===== src/rtl/seq_detect_prog_if.sv =====
// Bus bundle for the programmable sequence detector: config port, serial
// stream input and status outputs.
interface seq_detect_prog_if #(
  parameter int MAX_LEN = 8,
  parameter int CNT_W   = 8
);
  localparam int LEN_W = $clog2(MAX_LEN + 1);

  logic               cfg_we;
  logic [MAX_LEN-1:0] cfg_pattern;
  logic [LEN_W-1:0]   cfg_len;
  logic               cfg_overlap;
  logic               in_valid;
  logic               x;
  logic               cnt_clr;
  logic               y;
  logic [CNT_W-1:0]   match_cnt;
  logic               cfg_err;

  modport master (
    output cfg_we, cfg_pattern, cfg_len, cfg_overlap, in_valid, x, cnt_clr,
    input  y, match_cnt, cfg_err
  );

  modport slave (
    input  cfg_we, cfg_pattern, cfg_len, cfg_overlap, in_valid, x, cnt_clr,
    output y, match_cnt, cfg_err
  );
endinterface


===== src/rtl/seq_detect_prog.sv =====
// Programmable serial bit-sequence detector with run-time pattern/length/
// overlap config, registered one-cycle match pulse and saturating counter.
module seq_detect_prog #(
  parameter int MAX_LEN = 8,
  parameter int CNT_W   = 8
) (
  input  logic              clk,
  input  logic              rst_n,
  seq_detect_prog_if.slave  bus
);
  localparam int LEN_W = $clog2(MAX_LEN + 1);

  typedef enum logic {ST_IDLE, ST_HIT} state_t;

  state_t             state_reg, state_next;
  logic [MAX_LEN-1:0] pat_reg, pat_next;
  logic [LEN_W-1:0]   len_reg, len_next;
  logic               ovl_reg, ovl_next;
  logic               err_reg, err_next;
  logic [MAX_LEN-1:0] hist_reg, hist_next;
  logic [LEN_W-1:0]   fill_reg, fill_next;
  logic               y_reg;
  logic [CNT_W-1:0]   cnt_reg, cnt_next;

  logic [MAX_LEN-1:0] len_mask;
  logic [MAX_LEN-1:0] hist_shift;
  logic [LEN_W-1:0]   fill_inc;
  logic               match;

  // Only the low len bits of history/pattern take part in the compare.
  generate
    for (genvar gi = 0; gi < MAX_LEN; gi++) begin : g_mask
      assign len_mask[gi] = (LEN_W'(gi) < len_reg);
    end
  endgenerate

  assign hist_shift = {hist_reg[MAX_LEN-2:0], bus.x};
  assign fill_inc   = (fill_reg == LEN_W'(MAX_LEN)) ? fill_reg : fill_reg + 1'b1;
  assign match      = !err_reg && (fill_inc >= len_reg) &&
                      (((hist_shift ^ pat_reg) & len_mask) == '0);

  always_comb begin
    state_next = ST_IDLE;
    pat_next   = pat_reg;
    len_next   = len_reg;
    ovl_next   = ovl_reg;
    err_next   = err_reg;
    hist_next  = hist_reg;
    fill_next  = fill_reg;
    cnt_next   = cnt_reg;

    if (bus.cfg_we) begin
      pat_next  = bus.cfg_pattern;
      len_next  = bus.cfg_len;
      ovl_next  = bus.cfg_overlap;
      err_next  = (bus.cfg_len == '0) || (bus.cfg_len > LEN_W'(MAX_LEN));
      hist_next = '0;
      fill_next = '0;
    end else if (bus.in_valid) begin
      hist_next = hist_shift;
      fill_next = fill_inc;
      if (match) begin
        state_next = ST_HIT;
        // Non-overlap mode demands len fresh bits before the next match.
        if (!ovl_reg) begin
          fill_next = '0;
        end
      end
    end

    if (bus.cnt_clr) begin
      cnt_next = '0;
    end else if ((state_reg == ST_HIT) && (cnt_reg != {CNT_W{1'b1}})) begin
      cnt_next = cnt_reg + 1'b1;
    end
  end

  always_ff @(posedge clk or negedge rst_n) begin
    if (!rst_n) begin
      state_reg <= ST_IDLE;
      pat_reg   <= '0;
      len_reg   <= '0;
      ovl_reg   <= 1'b0;
      err_reg   <= 1'b1;
      hist_reg  <= '0;
      fill_reg  <= '0;
      y_reg     <= 1'b0;
      cnt_reg   <= '0;
    end else begin
      state_reg <= state_next;
      pat_reg   <= pat_next;
      len_reg   <= len_next;
      ovl_reg   <= ovl_next;
      err_reg   <= err_next;
      hist_reg  <= hist_next;
      fill_reg  <= fill_next;
      y_reg     <= (state_reg == ST_HIT);
      cnt_reg   <= cnt_next;
    end
  end

  assign bus.y         = y_reg;
  assign bus.match_cnt = cnt_reg;
  assign bus.cfg_err   = err_reg;
endmodule


===== src/flat_wrapper.sv =====
// flat-port wrapper written by rule: the top's interface ports become plain ports
module seq_detect_prog_flat 
#(
  parameter int MAX_LEN = 8,
  parameter int CNT_W   = 8
)
  (clk, rst_n, bus_cfg_we, bus_cfg_pattern, bus_cfg_len, bus_cfg_overlap, bus_in_valid, bus_x, bus_cnt_clr, bus_y, bus_match_cnt, bus_cfg_err);
  seq_detect_prog_if #(.MAX_LEN(MAX_LEN), .CNT_W(CNT_W)) bus_i ();
  input  logic clk;
  input  logic rst_n;
  input wire logic [$bits(bus_i.cfg_we)-1:0] bus_cfg_we;
  input wire logic [$bits(bus_i.cfg_pattern)-1:0] bus_cfg_pattern;
  input wire logic [$bits(bus_i.cfg_len)-1:0] bus_cfg_len;
  input wire logic [$bits(bus_i.cfg_overlap)-1:0] bus_cfg_overlap;
  input wire logic [$bits(bus_i.in_valid)-1:0] bus_in_valid;
  input wire logic [$bits(bus_i.x)-1:0] bus_x;
  input wire logic [$bits(bus_i.cnt_clr)-1:0] bus_cnt_clr;
  output wire logic [$bits(bus_i.y)-1:0] bus_y;
  output wire logic [$bits(bus_i.match_cnt)-1:0] bus_match_cnt;
  output wire logic [$bits(bus_i.cfg_err)-1:0] bus_cfg_err;
  assign bus_i.cfg_we = bus_cfg_we;
  assign bus_i.cfg_pattern = bus_cfg_pattern;
  assign bus_i.cfg_len = bus_cfg_len;
  assign bus_i.cfg_overlap = bus_cfg_overlap;
  assign bus_i.in_valid = bus_in_valid;
  assign bus_i.x = bus_x;
  assign bus_i.cnt_clr = bus_cnt_clr;
  assign bus_y = bus_i.y;
  assign bus_match_cnt = bus_i.match_cnt;
  assign bus_cfg_err = bus_i.cfg_err;
  seq_detect_prog #(.MAX_LEN(MAX_LEN), .CNT_W(CNT_W)) u_core (.clk(clk), .rst_n(rst_n), .bus(bus_i));
endmodule

===== config.mk =====
export PLATFORM = sky130hd
export DESIGN_NAME = seq_detect_prog_flat
export DESIGN_NICKNAME = d
export VERILOG_FILES = /design/src/rtl/seq_detect_prog_if.sv /design/src/rtl/seq_detect_prog.sv /design/src/flat_wrapper.sv
export SDC_FILE = /design/constraint.sdc
export NUM_CORES = 1
export LEC_CHECK = 0
export ABC_AREA = 1
export BUFFER_PORTS_ARGS = -buffer_cell sky130_fd_sc_hd__buf_2
export CAP_MARGIN = 20
export CELL_PAD_IN_SITES_DETAIL_PLACEMENT = 2
export CELL_PAD_IN_SITES_GLOBAL_PLACEMENT = 2
export CORE_ASPECT_RATIO = 0.7
export CORE_MARGIN = 2
export CORE_UTILIZATION = 32
export DETAILED_ROUTE_END_ITERATION = 7
export PLACE_DENSITY_LB_ADDON = 0.1
export RECOVER_POWER = 100
export SLEW_MARGIN = 20
export SYNTH_ARGS = -nofsm -noshare
export SYNTH_HDL_FRONTEND = slang
export SYNTH_SLANG_ARGS = --single-unit

===== constraint.sdc =====
create_clock -name clk -period 2.3 [get_ports clk]
set_input_delay 0.345 -clock clk [delete_from_list [all_inputs] [get_ports clk]]
set_output_delay 0.345 -clock clk [all_outputs]
set_load 0.02 [all_outputs]

==> results of run 1 <==
kinds of logic (layout without fill, tap and decap cells):
logic type               count (synthesis)  after routing
XOR/XNOR                                 4              4
buffers and inverters                   41             78
AND/OR/NAND/NOR                        120            120
adder cells (fa/ha/maj)                  7              7
flip-flops                              35             35
AO/OA/AOI/OAI                           31             31
stage by stage:
step	worst slack (ns)	setup TNS (ns)	power, mW	util	hold WS [ns]
after floorplan	0.424	0	0.784	-	0.0494
after global placement	0.256	0	0.853	0.380	0.468
after detailed placement	0.131	0	0.861	0.380	0.477
after CTS	0.115	0	1.31	0.395	0.173
after global routing	-0.0462	-0.0691	1.39	0.403	0.238
final	0.169	0	1.31	0.403	0.230
critical path: stages, from the launching register on:
cell and delay [ns]:
dfrtp_1 0.42, inv_2 0.07, ha_4 0.16, nand2_4 0.07
nor2_4 0.04, xor2_2 0.18, ha_1 0.28, inv_1 0.03
nand2_1 0.04, nand2_1 0.04, nand2_1 0.05, nand2_1 0.06
a21oi_2 0.15, nand4_1 0.21, nand2_1 0.15, nand2_1 0.05
final cells by class:
class,count,area [um^2]
clock buffer,5,68.8
clock inverter,3,15.0
fill,672,3210
inverter,37,139
multi-input combinational,162,811
sequential,35,878
tap,72,90.1
timing repair buffer,33,159
power by group through the flow:
| stage | clock, mW | combinational, mW | sequential, mW |
|---|---|---|---|
| finish | 0.443 | 0.194 | 0.670 |
| global route | 0.486 | 0.232 | 0.675 |
| global placement | 0 | 0.174 | 0.679 |
| floorplan | 0 | 0.107 | 0.676 |
| CTS | 0.458 | 0.181 | 0.669 |
| detailed placement | 0 | 0.180 | 0.681 |
metal layers:
| layer | GRT usage | vias up |
|---|---|---|
| li1 | - | 809 |
| met1 | 0.281 | 756 |
| met2 | 0.254 | 23 |
| met3 | 0.0407 | 7 |
| met4 | 0.0543 | 0 |
| met5 | 0 | - |
how the worst min path moves through the flow:
stage | end | slack [ns] | cells after the start
2_1_floorplan | u_core.bus.match_cnt[0] | 0.05 | 0
3_3_place_gp | u_core.bus.y | 0.47 | 0
3_5_place_dp | u_core.bus.y | 0.48 | 0
4_1_cts | u_core.bus.match_cnt[7] | 0.17 | 1
5_1_grt | u_core.bus.match_cnt[0] | 0.24 | 2
6_report | u_core.bus.match_cnt[0] | 0.23 | 2
placed cells by master (no fill, tap or decap), drive strengths merged:
master | synthesis | layout
dfrtp | 34 | 34
clkinv | 0 | 3
o21ai | 17 | 17
nand4 | 1 | 1
dfstp | 1 | 1
xnor2 | 1 | 1
nor3 | 1 | 1
xor2 | 3 | 3
o22ai | 7 | 7
nand3 | 11 | 11
inv | 37 | 37
ha | 7 | 7
or3 | 1 | 1
buf | 1 | 20
nand2 | 81 | 81
nor2 | 25 | 25
a21oi | 7 | 7
clkbuf | 3 | 18
what timing repair did:
action	in CTS	in global routing
setup buffers	0	4
hold buffers	0	0
gates resized for setup	0	12
setup endpoints to repair	0	4
==> metrics.txt, run 1 <==
# TYPE chip_impl_metric gauge
chip_impl_metric{name="die_area",unit="um^2"} 6310
chip_impl_metric{name="number_of_max_slew_violations_in_the_final_report",unit=""} 36
chip_impl_metric{name="clock.fmax",unit="MHz"} 469
chip_impl_metric{name="netlist_area",unit="um^2"} 1820
chip_impl_metric{name="initial_core_util",unit=""} 0.338
chip_impl_metric{name="drc_errors",unit=""} 0
chip_impl_metric{name="seqPwrFrac",unit=""} 0.512
chip_impl_metric{name="worst-endpoint-arrival",unit="ns"} 2.31
chip_impl_metric{name="grt_pass1_vias",unit=""} 1665
chip_impl_metric{name="detailed_place_hpwl",unit="mm"} 3.82
chip_impl_metric{name="leakage",unit="nW"} 1.13
chip_impl_metric{name="post-synth-top-area-fraction",unit=""} 0.468
chip_impl_metric{name="finish.cell_count_without_fillers",unit=""} 347
chip_impl_metric{name="depth_of_the_worst_register_to_register_path",unit=""} 15
chip_impl_metric{name="drt-wirelength-per-cell",unit="um"} 14.3
chip_impl_metric{name="synth_sequential_area_ratio",unit=""} 0.483
chip_impl_info{name="hold_path_class",value="input port to flop"} 1
chip_impl_metric{name="core.rowCount",unit=""} 22
chip_impl_info{name="end_kind",value="flop"} 1
chip_impl_info{name="crit_path_start",value="u_core.fill_reg[1]"} 1
chip_impl_metric{name="skew",unit="ns"} 0.00468
chip_impl_info{name="violations",value="max-capacitance violations, max-slew violations"} 1
chip_impl_metric{name="synth-simple-area-share",unit=""} 0.274
chip_impl_info{name="timing.setup.critical_path_class",value="flop to flop"} 1
chip_impl_info{name="timing.critical_path.to",value="u_core.fill_reg[2]"} 1
chip_impl_metric{name="net_switching_power_of_the_design",unit="uW"} 382
chip_impl_metric{name="finalWeightedCongestion",unit=""} 0.748
chip_impl_info{name="crit-reg2reg-launch",value="u_core.fill_reg[1]"} 1
chip_impl_metric{name="syn-num-nets",unit=""} 264
chip_impl_metric{name="first_iter_violations",unit=""} 50
chip_impl_metric{name="syn2layout_area_growth",unit="%"} 18.9
chip_impl_info{name="grt_setup_unrepaired",value="true"} 1
chip_impl_metric{name="port_buffers",unit=""} 28
chip_impl_info{name="synth.most_common_cell",value="nand2_1"} 1
chip_impl_metric{name="met2_length",unit="mm"} 2.00
chip_impl_metric{name="cts.sink_count",unit=""} 35
chip_impl_metric{name="post_route_cells_drive_above_1_share",unit=""} 0.149
chip_impl_metric{name="via_count",unit=""} 1595
chip_impl_metric{name="synth-edff-count",unit=""} 0
chip_impl_metric{name="synth_compound_gate_area_share",unit=""} 0.0902
chip_impl_metric{name="cell_internal_pwr",unit="uW"} 925
chip_impl_metric{name="yosysUniqueCellTypes",unit=""} 22
chip_impl_metric{name="n_antenna_cell",unit=""} 0
chip_impl_metric{name="grt_remaining_overflow",unit=""} 0
chip_impl_metric{name="layout_worst_path_cycle_share",unit=""} 0.927
chip_impl_metric{name="syn_area_per_cell",unit="um^2"} 7.63
chip_impl_metric{name="ant_nets",unit=""} 0
chip_impl_metric{name="met3RoutedLength",unit="um"} 168
chip_impl_metric{name="switching_share",unit=""} 0.293
chip_impl_metric{name="design.final.nets",unit=""} 300
chip_impl_metric{name="grt_antenna_before_repair",unit=""} 0
chip_impl_info{name="synth.top_cells.by_area",value="dfrtp_1 47%, nand2_1 16%, inv_1 7.4%"} 1
chip_impl_metric{name="fp.dieH",unit="um"} 67.0
chip_impl_info{name="highest-signal-layer",value="met4"} 1
chip_impl_metric{name="grt_start_max_net_pins",unit=""} 36
chip_impl_info{name="netlist.top_cell.by_area",value="dfrtp_1"} 1
chip_impl_metric{name="clock_share_of_power",unit=""} 0.339
chip_impl_metric{name="clk-insertion-delay-late",unit="ns"} 0.29
chip_impl_metric{name="via_per_inst",unit=""} 4.60
chip_impl_info{name="postSynth.topFlopCell",value="dfrtp_1"} 1
chip_impl_metric{name="cts-htree-levels",unit=""} 2
chip_impl_metric{name="grt_pass1_wl",unit="mm"} 8.57
chip_impl_metric{name="yosys.area_share.xor_xnor",unit=""} 0.0193
chip_impl_info{name="combinational_family_with_the_most_area_after_synthesis",value="simple AND/OR/NAND/NOR gates"} 1
chip_impl_metric{name="post-route-cell-area",unit="um^2"} 2160
chip_impl_info{name="cts_tree",value="done"} 1
chip_impl_metric{name="tightestPinTransition",unit="ns"} 1.96
chip_impl_info{name="status",value="finished, violations left"} 1
chip_impl_metric{name="timing.slew.headroom",unit=""} -0.304
chip_impl_metric{name="synthCells",unit=""} 238
chip_impl_metric{name="postPlaceCellArea",unit="um^2"} 2040
chip_impl_metric{name="yosys_register_bits",unit=""} 35
chip_impl_metric{name="m1WireLength",unit="mm"} 2.75
chip_impl_metric{name="total_power_per_unit_cell_area",unit="nW/um^2"} 605
chip_impl_metric{name="setup_violations",unit=""} 0
chip_impl_metric{name="synthArstFlopShare",unit=""} 1.00
chip_impl_metric{name="dp.cells",unit=""} 335
chip_impl_metric{name="die-width",unit="um"} 94.1
chip_impl_metric{name="post_detailed_routing_wire_length",unit="mm"} 4.97
chip_impl_metric{name="pwr-share-comb",unit=""} 0.148
chip_impl_metric{name="gr-usage-all-layers",unit=""} 0.184
chip_impl_metric{name="adder_cell_fraction_of_synth_area",unit=""} 0.0482
chip_impl_info{name="min_from",value="bus_cnt_clr"} 1
chip_impl_info{name="critPathLaunchType",value="flop"} 1
chip_impl_metric{name="synth-warning-count",unit=""} 0
chip_impl_metric{name="report.final.hold_viol_count",unit=""} 0
chip_impl_metric{name="top_level_ports",unit=""} 29
chip_impl_info{name="synthTopCellsByCount",value="77 x nand2_1, 36 x inv_1, 34 x dfrtp_1"} 1
chip_impl_metric{name="crit_required",unit="ns"} 2.48
chip_impl_metric{name="coreArea",unit="um^2"} 5370
chip_impl_metric{name="cts_made_buffers",unit=""} 5
chip_impl_info{name="clock_tree.root_cell",value="clkbuf_8"} 1
chip_impl_metric{name="period_minus_slack",unit="ns"} 2.13
chip_impl_metric{name="1st_pass_router_iterations",unit=""} 4
chip_impl_metric{name="worst-path-max-fanout",unit=""} 4
chip_impl_metric{name="worst_setup_hold_path_clk_slew",unit="ns"} 0.07
chip_impl_metric{name="clock_tree_buf_depth",unit=""} 2
chip_impl_info{name="reg2reg_to",value="u_core.fill_reg[2]"} 1
chip_impl_metric{name="vdd_ir_drop_max",unit="mV"} 0.248
chip_impl_metric{name="synth.mux.area_fraction",unit=""} 0
chip_impl_metric{name="timing.max_cap.violations",unit=""} 1
chip_impl_metric{name="regToRegSetupSlack",unit="ns"} 0.17
(Power assumes the default switching activity.)
==> run 2: changes to the inputs <==
Settings changed: ABC_AREA 1 to default, CORE_UTILIZATION 32 to 36.
==> run 2 against run 1 <==
The flow still finishes with violations (max-capacitance violations, max-slew violations); total power up 18%; maximum frequency down 3.6%; count of clock-buffer cells in the layout unchanged; synthesized cell count down 30%; combinational power up 44%; clock power up 29%; core utilization up 5.0 points; largest power group unchanged.
==> metrics.txt, run 2 <==
# TYPE chip_impl_metric gauge
chip_impl_metric{name="via_count",unit=""} 1343
chip_impl_metric{name="cts.sink_count",unit=""} 35
chip_impl_metric{name="report.final.hold_viol_count",unit=""} 0
chip_impl_info{name="worstPathCellList",value="inv_2 -> ha_4 -> nand3b_1 -> xnor2_2 -> ha_1 -> nand2b_4 -> a2111oi_4 -> nor3_2 -> and4_4 -> and2_4"} 1
chip_impl_metric{name="die_area",unit="um^2"} 5540
chip_impl_metric{name="number_of_max_slew_violations_in_the_final_report",unit=""} 36
chip_impl_info{name="final_common_cell",value="dfrtp_1"} 1
chip_impl_info{name="postSynth.topFlopCell",value="dfrtp_1"} 1
chip_impl_info{name="clock_tree.root_cell",value="clkbuf_8"} 1
chip_impl_info{name="end_kind",value="flop"} 1
chip_impl_metric{name="cts-htree-levels",unit=""} 2
chip_impl_info{name="status",value="finished, violations left"} 1
chip_impl_metric{name="synth-edff-count",unit=""} 0
chip_impl_info{name="synth.most_common_cell",value="dfrtp_1"} 1
chip_impl_metric{name="synthArstFlopShare",unit=""} 1.00
chip_impl_metric{name="vdd_ir_drop_max",unit="mV"} 0.496
chip_impl_info{name="grt_setup_unrepaired",value="true"} 1
chip_impl_metric{name="syn-num-nets",unit=""} 192
chip_impl_metric{name="postPlaceCellArea",unit="um^2"} 2000
chip_impl_metric{name="port_buffers",unit=""} 28
chip_impl_metric{name="grt_pass1_wl",unit="mm"} 7.80
chip_impl_info{name="cts_tree",value="done"} 1
chip_impl_metric{name="core.rowCount",unit=""} 21
chip_impl_metric{name="worst_setup_hold_path_clk_slew",unit="ns"} 0.09
chip_impl_metric{name="synth_sequential_area_ratio",unit=""} 0.492
chip_impl_info{name="synth.top_cells.by_area",value="dfrtp_1 48%, xnor2_1 6.9%, mux2_2 6.3%"} 1
chip_impl_metric{name="grt_start_max_net_pins",unit=""} 36
chip_impl_metric{name="synthCells",unit=""} 166
chip_impl_metric{name="period_minus_slack",unit="ns"} 2.21
chip_impl_info{name="hold_path_class",value="input port to flop"} 1
chip_impl_metric{name="ant_nets",unit=""} 0
chip_impl_metric{name="clk-insertion-delay-late",unit="ns"} 0.29
chip_impl_metric{name="coreArea",unit="um^2"} 4780
chip_impl_metric{name="syn_area_per_cell",unit="um^2"} 10.7
chip_impl_metric{name="tightestPinTransition",unit="ns"} 1.91
chip_impl_metric{name="path_buf_inv",unit=""} 1
chip_impl_metric{name="clock_tree_buf_depth",unit=""} 2
chip_impl_metric{name="timing.slew.headroom",unit=""} -0.272
chip_impl_metric{name="post_route_cells_drive_above_1_share",unit=""} 0.250
chip_impl_metric{name="1st_pass_router_iterations",unit=""} 3
chip_impl_metric{name="post_detailed_routing_wire_length",unit="mm"} 4.49
chip_impl_metric{name="layout_worst_path_cycle_share",unit=""} 0.962
chip_impl_metric{name="gr-usage-all-layers",unit=""} 0.183
chip_impl_metric{name="n_antenna_cell",unit=""} 0
chip_impl_metric{name="design.final.nets",unit=""} 225
chip_impl_metric{name="drt-wirelength-per-cell",unit="um"} 16.7
chip_impl_metric{name="first_iter_violations",unit=""} 5
chip_impl_metric{name="post-route-cell-area",unit="um^2"} 2170
chip_impl_metric{name="total_power_per_unit_cell_area",unit="nW/um^2"} 710
chip_impl_metric{name="timing.max_cap.violations",unit=""} 1
chip_impl_metric{name="skew",unit="ns"} 0.0183
chip_impl_metric{name="fp.dieH",unit="um"} 62.9
chip_impl_metric{name="grt_pass1_vias",unit=""} 1526
chip_impl_metric{name="finalWeightedCongestion",unit=""} 0.778
chip_impl_metric{name="initial_core_util",unit=""} 0.373
chip_impl_info{name="violations",value="max-capacitance violations, max-slew violations"} 1
chip_impl_metric{name="crit_required",unit="ns"} 2.47
chip_impl_metric{name="grt_remaining_overflow",unit=""} 0
chip_impl_metric{name="final_core_utilization",unit=""} 0.453
chip_impl_metric{name="grt_antenna_before_repair",unit=""} 0
chip_impl_metric{name="crit_path_max_incr_delay",unit="ns"} 0.39
chip_impl_metric{name="yosysUniqueCellTypes",unit=""} 37
chip_impl_info{name="synthTopCellsByCount",value="34 x dfrtp_1, 20 x nor2_1, 14 x xnor2_1"} 1
chip_impl_metric{name="detailed_place_hpwl",unit="mm"} 3.21
chip_impl_metric{name="syn2layout_area_growth",unit="%"} 21.6
chip_impl_metric{name="post-synth-top-area-fraction",unit=""} 0.478
chip_impl_info{name="critPathLaunchType",value="flop"} 1
chip_impl_info{name="netlist.top_cell.by_area",value="dfrtp_1"} 1
chip_impl_info{name="critical-path-top-delay-family",value="simple AND/OR/NAND/NOR gates"} 1
chip_impl_info{name="slowest_stage",value="dfrtp_1"} 1
chip_impl_metric{name="yosys_register_bits",unit=""} 35
chip_impl_metric{name="leakage",unit="nW"} 0.960
chip_impl_info{name="timing.setup.critical_path_class",value="flop to flop"} 1
chip_impl_metric{name="via_per_inst",unit=""} 4.99
chip_impl_metric{name="top_level_ports",unit=""} 29
chip_impl_metric{name="layout_setup_ws",unit="ns"} 0.0885
chip_impl_metric{name="worst-path-max-fanout",unit=""} 5
chip_impl_metric{name="finish.cell_count_without_fillers",unit=""} 269
chip_impl_metric{name="dp.cells",unit=""} 259
chip_impl_metric{name="detailedPlace.worstSlack",unit="ns"} -0.0739
chip_impl_metric{name="setup_violations",unit=""} 0
chip_impl_metric{name="cts_made_buffers",unit=""} 5
chip_impl_metric{name="die-width",unit="um"} 88.1
chip_impl_metric{name="netlist_area",unit="um^2"} 1780
chip_impl_info{name="mostFrequentLayoutCells",value="34 x dfrtp_1, 20 x nor2_1, 16 x buf_2"} 1
chip_impl_metric{name="worst-endpoint-arrival",unit="ns"} 2.38
chip_impl_metric{name="synth-warning-count",unit=""} 0
chip_impl_metric{name="drc_errors",unit=""} 0
chip_impl_metric{name="clock.fmax",unit="MHz"} 452
run 2: metrics by stage:
stage	setup TNS, ns	total power [mW]	hold WS [ns]
finish	0	1.54	0.278
floorplan	0	0.839	0.0494
detailed placement	-0.147	0.921	0.437
global route	-0.0747	1.63	0.268
global placement	0	0.904	0.435
CTS	0	1.53	0.147
run 2: report_power, final:
group | internal, mW | leakage, nW | switching, mW
combinational | 0.141 | 0.447 | 0.139
clock | 0.329 | 0.0587 | 0.244
sequential | 0.651 | 0.454 | 0.0347
run 2: final timing paths:
check / start / endpoint / slack (ns) / depth (start not counted)
setup / recovery: u_core.fill_reg[1] / u_core.state_reg / 0.09 / 10
hold / removal: bus_cfg_pattern[4] / u_core.pat_reg[4] / 0.28 / 2
setup reg to reg: u_core.fill_reg[1] / u_core.state_reg / 0.09 / 10
hold reg to reg: u_core.state_reg / u_core.bus.y / 0.44 / 0
max in group asynchronous: rst_n / u_core.fill_reg[0] / 0.61 / 1
min in group asynchronous: rst_n / u_core.pat_reg[3] / 0.57 / 1
run 2: area by class of cell:
cell class,instances,area (um^2)
Multi-Input combinational cell,119,912
Sequential cell,35,877
Tap cell,69,86.3
Fill cell,516,2620
Clock inverter,3,47.5
Timing Repair Buffer,32,151
Inverter,6,22.5
Clock buffer,5,68.8
run 2: kinds of logic after synthesis:
group / count (synthesis) / share of synthesized area
compound gates: 24 / 0.0913
xor+xnor: 18 / 0.0885
fa+ha+maj: 7 / 0.0492
buf+inv: 12 / 0.0281
flops: 35 / 0.492
mux: 19 / 0.114
simple gates: 51 / 0.137
run 2: per-layer routing:
metal	vias to the layer above	global-route usage	wire, um	part of all wire
li1	643	-	-	-
met1	676	0.242	2120	0.47
met2	20	0.314	2210	0.49
met3	4	0.0396	139	0.031
met4	0	0.0284	25	0.0056
met5	-	0	0	0
run 2: timing repair:
action,in CTS,in global routing
cloned,0,0
hold buffers,0,0
buffers inserted,2,0
gates resized for setup,2,10
setup endpoints to repair,5,5
pin swaps,1,6
==> run 3: changes to the inputs <==
Settings changed: RECOVER_POWER 100 to default.
==> run 3 against run 2 <==
Critical path depth did not move; final cell count is the same; die area unchanged; sequential power is essentially flat; core utilization increased by 0.47 points; clock power about the same; the flow now finishes without violations; critical endpoint unchanged; total power up 0.12%; final area grew 1.0%; critical path type unchanged.
==> metrics.txt, run 3 (synthesis gave the netlist of run 2 again) <==
# TYPE chip_impl_metric gauge
chip_impl_metric{name="coreArea",unit="um^2"} 4780
chip_impl_info{name="timing.critical_path.to",value="u_core.state_reg"} 1
chip_impl_metric{name="clock.fmax",unit="MHz"} 452
chip_impl_metric{name="holdBufCountCts",unit=""} 0
chip_impl_info{name="timing.setup.critical_path_class",value="flop to flop"} 1
chip_impl_metric{name="grt_start_max_net_pins",unit=""} 36
chip_impl_info{name="final_common_cell",value="dfrtp_1"} 1
chip_impl_metric{name="design.final.nets",unit=""} 225
chip_impl_metric{name="detailed_place_hpwl",unit="mm"} 3.21
chip_impl_metric{name="grt_remaining_overflow",unit=""} 0
chip_impl_metric{name="via_per_inst",unit=""} 4.98
chip_impl_info{name="hold_path_class",value="input port to asynchronous set/reset pin"} 1
chip_impl_metric{name="layout_setup_ws",unit="ns"} 0.0887
chip_impl_metric{name="fp.dieH",unit="um"} 62.9
chip_impl_metric{name="crit_required",unit="ns"} 2.47
chip_impl_metric{name="vdd_ir_drop_max",unit="mV"} 0.496
chip_impl_metric{name="setup_violations",unit=""} 0
chip_impl_metric{name="worst-endpoint-arrival",unit="ns"} 2.38
chip_impl_metric{name="finish.cell_count_without_fillers",unit=""} 269
chip_impl_metric{name="drc_errors",unit=""} 0
chip_impl_metric{name="number_of_max_slew_violations_in_the_final_report",unit=""} 0
chip_impl_info{name="cts_tree",value="done"} 1
chip_impl_metric{name="drt-wirelength-per-cell",unit="um"} 16.7
chip_impl_metric{name="detailedPlace.worstSlack",unit="ns"} -0.0739
chip_impl_metric{name="cts.sink_count",unit=""} 35
chip_impl_metric{name="depth_of_the_worst_register_to_register_path",unit=""} 10
chip_impl_metric{name="period_minus_slack",unit="ns"} 2.21
chip_impl_metric{name="initial_core_util",unit=""} 0.373
chip_impl_info{name="mostFrequentLayoutCells",value="34 x dfrtp_1, 28 x buf_2, 20 x nor2_1"} 1
chip_impl_metric{name="cts-htree-levels",unit=""} 2
chip_impl_metric{name="clock_tree_buf_depth",unit=""} 2
chip_impl_metric{name="grt_pass1_wl",unit="mm"} 7.80
chip_impl_metric{name="1st_pass_router_iterations",unit=""} 3
chip_impl_metric{name="tns",unit="ns"} 0
chip_impl_metric{name="syn2layout_area_growth",unit="%"} 22.8
chip_impl_metric{name="leakage",unit="nW"} 1.01
chip_impl_metric{name="regToRegSetupSlack",unit="ns"} 0.09
chip_impl_metric{name="filler_cell_count",unit=""} 508
chip_impl_metric{name="ant_nets",unit=""} 0
chip_impl_info{name="clock_tree.root_cell",value="clkbuf_8"} 1
chip_impl_metric{name="total_power_per_unit_cell_area",unit="nW/um^2"} 704
chip_impl_metric{name="top_level_ports",unit=""} 29
chip_impl_info{name="crit-reg2reg-launch",value="u_core.fill_reg[1]"} 1
chip_impl_metric{name="worst-path-max-fanout",unit=""} 5
chip_impl_metric{name="die_area",unit="um^2"} 5540
chip_impl_info{name="grt_setup_unrepaired",value="true"} 1
chip_impl_info{name="status",value="complete, no violations"} 1
chip_impl_info{name="end_kind",value="flop"} 1
chip_impl_metric{name="dp.cells",unit=""} 259
chip_impl_info{name="reg2reg_to",value="u_core.state_reg"} 1
chip_impl_metric{name="post_detailed_routing_wire_length",unit="mm"} 4.50
chip_impl_metric{name="layout_worst_path_cycle_share",unit=""} 0.961
chip_impl_metric{name="skew",unit="ns"} 0.0187
chip_impl_info{name="critPathLaunchType",value="flop"} 1
chip_impl_metric{name="post_route_cells_drive_above_1_share",unit=""} 0.320
chip_impl_metric{name="clk-insertion-delay-late",unit="ns"} 0.29
chip_impl_metric{name="tightestPinTransition",unit="ns"} 0.804
chip_impl_metric{name="timing.slew.headroom",unit=""} 0.464
chip_impl_metric{name="finalWeightedCongestion",unit=""} 0.778
chip_impl_metric{name="port_buffers",unit=""} 28
chip_impl_metric{name="report.final.hold_viol_count",unit=""} 0
chip_impl_metric{name="grt_antenna_before_repair",unit=""} 0
chip_impl_metric{name="first_iter_violations",unit=""} 9
chip_impl_metric{name="gr-usage-all-layers",unit=""} 0.183
chip_impl_metric{name="die-width",unit="um"} 88.1
chip_impl_metric{name="cts_made_buffers",unit=""} 5
chip_impl_metric{name="via_count",unit=""} 1339
chip_impl_metric{name="grt_pass1_vias",unit=""} 1526
chip_impl_metric{name="n_antenna_cell",unit=""} 0
chip_impl_info{name="crit_path_start",value="u_core.fill_reg[1]"} 1
chip_impl_metric{name="worst_setup_hold_path_clk_slew",unit="ns"} 0.09
chip_impl_metric{name="timing.max_cap.violations",unit=""} 0
chip_impl_metric{name="core.rowCount",unit=""} 21
run 3: critical path: stages (launching register included):
cell and delay (ns):
dfrtp_1 0.39, inv_2 0.08, ha_4 0.14, nand3b_1 0.13, xnor2_2 0.17, ha_1 0.30
nand2b_4 0.15, a2111oi_4 0.31, nor3_2 0.06, and4_4 0.22, and2_4 0.15
run 3: cell type report:
class | count | area (um^2) | area share
clock buffers | 5 | 68.8 | 0.0314
clock inverters | 3 | 47.5 | 0.0217
inverters | 6 | 22.5 | 0.0103
multi-input cells | 119 | 916 | 0.419
flip-flops and latches | 35 | 877 | 0.401
well taps | 69 | 86.3 | 0.0395
repair buffers | 32 | 170 | 0.0778
run 3: per-layer routing:
metal	share of wire	routed length [um]	global-route usage
met5	0	0	0
met4	0.0056	25	0.0284
met2	0.49	2220	0.314
met3	0.029	132	0.0396
met1	0.47	2120	0.242
run 3: worst min-delay path by stage:
stage	end	slack, ns	depth (start not counted)
detailed placement	u_core.bus.y	0.44	0
floorplan	u_core.bus.match_cnt[0]	0.05	0
finish	u_core.hist_reg[2]	0.13	1
global route	u_core.hist_reg[2]	0.18	1
global placement	u_core.bus.y	0.44	0
CTS	u_core.pat_reg[3]	0.15	1
run 3: repair_timing:
action / in CTS / in global routing
pin swaps: 1 / 6
setup endpoints to repair: 5 / 5
setup buffers: 2 / 0
resized for setup: 2 / 10
endpoints found under the hold margin: 0 / 0
run 3: power by group:
group | switching [mW] | total [mW] | internal (mW)
registers | 0.0347 | 0.686 | 0.651
logic | 0.140 | 0.283 | 0.143
clock network | 0.243 | 0.572 | 0.329
total | 0.417 | 1.54 | 1.12
run 3: per-stage QoR:
stage	util	instance area (um^2)	hold WS (ns)	total power [mW]
6_report	0.458	2190	0.133	1.54
4_1_cts	0.449	2150	0.147	1.53
5_1_grt	0.458	2190	0.175	1.63
3_5_place_dp	0.417	2000	0.437	0.921
3_3_place_gp	0.417	2000	0.435	0.904
2_1_floorplan	-	1780	0.0494	0.839
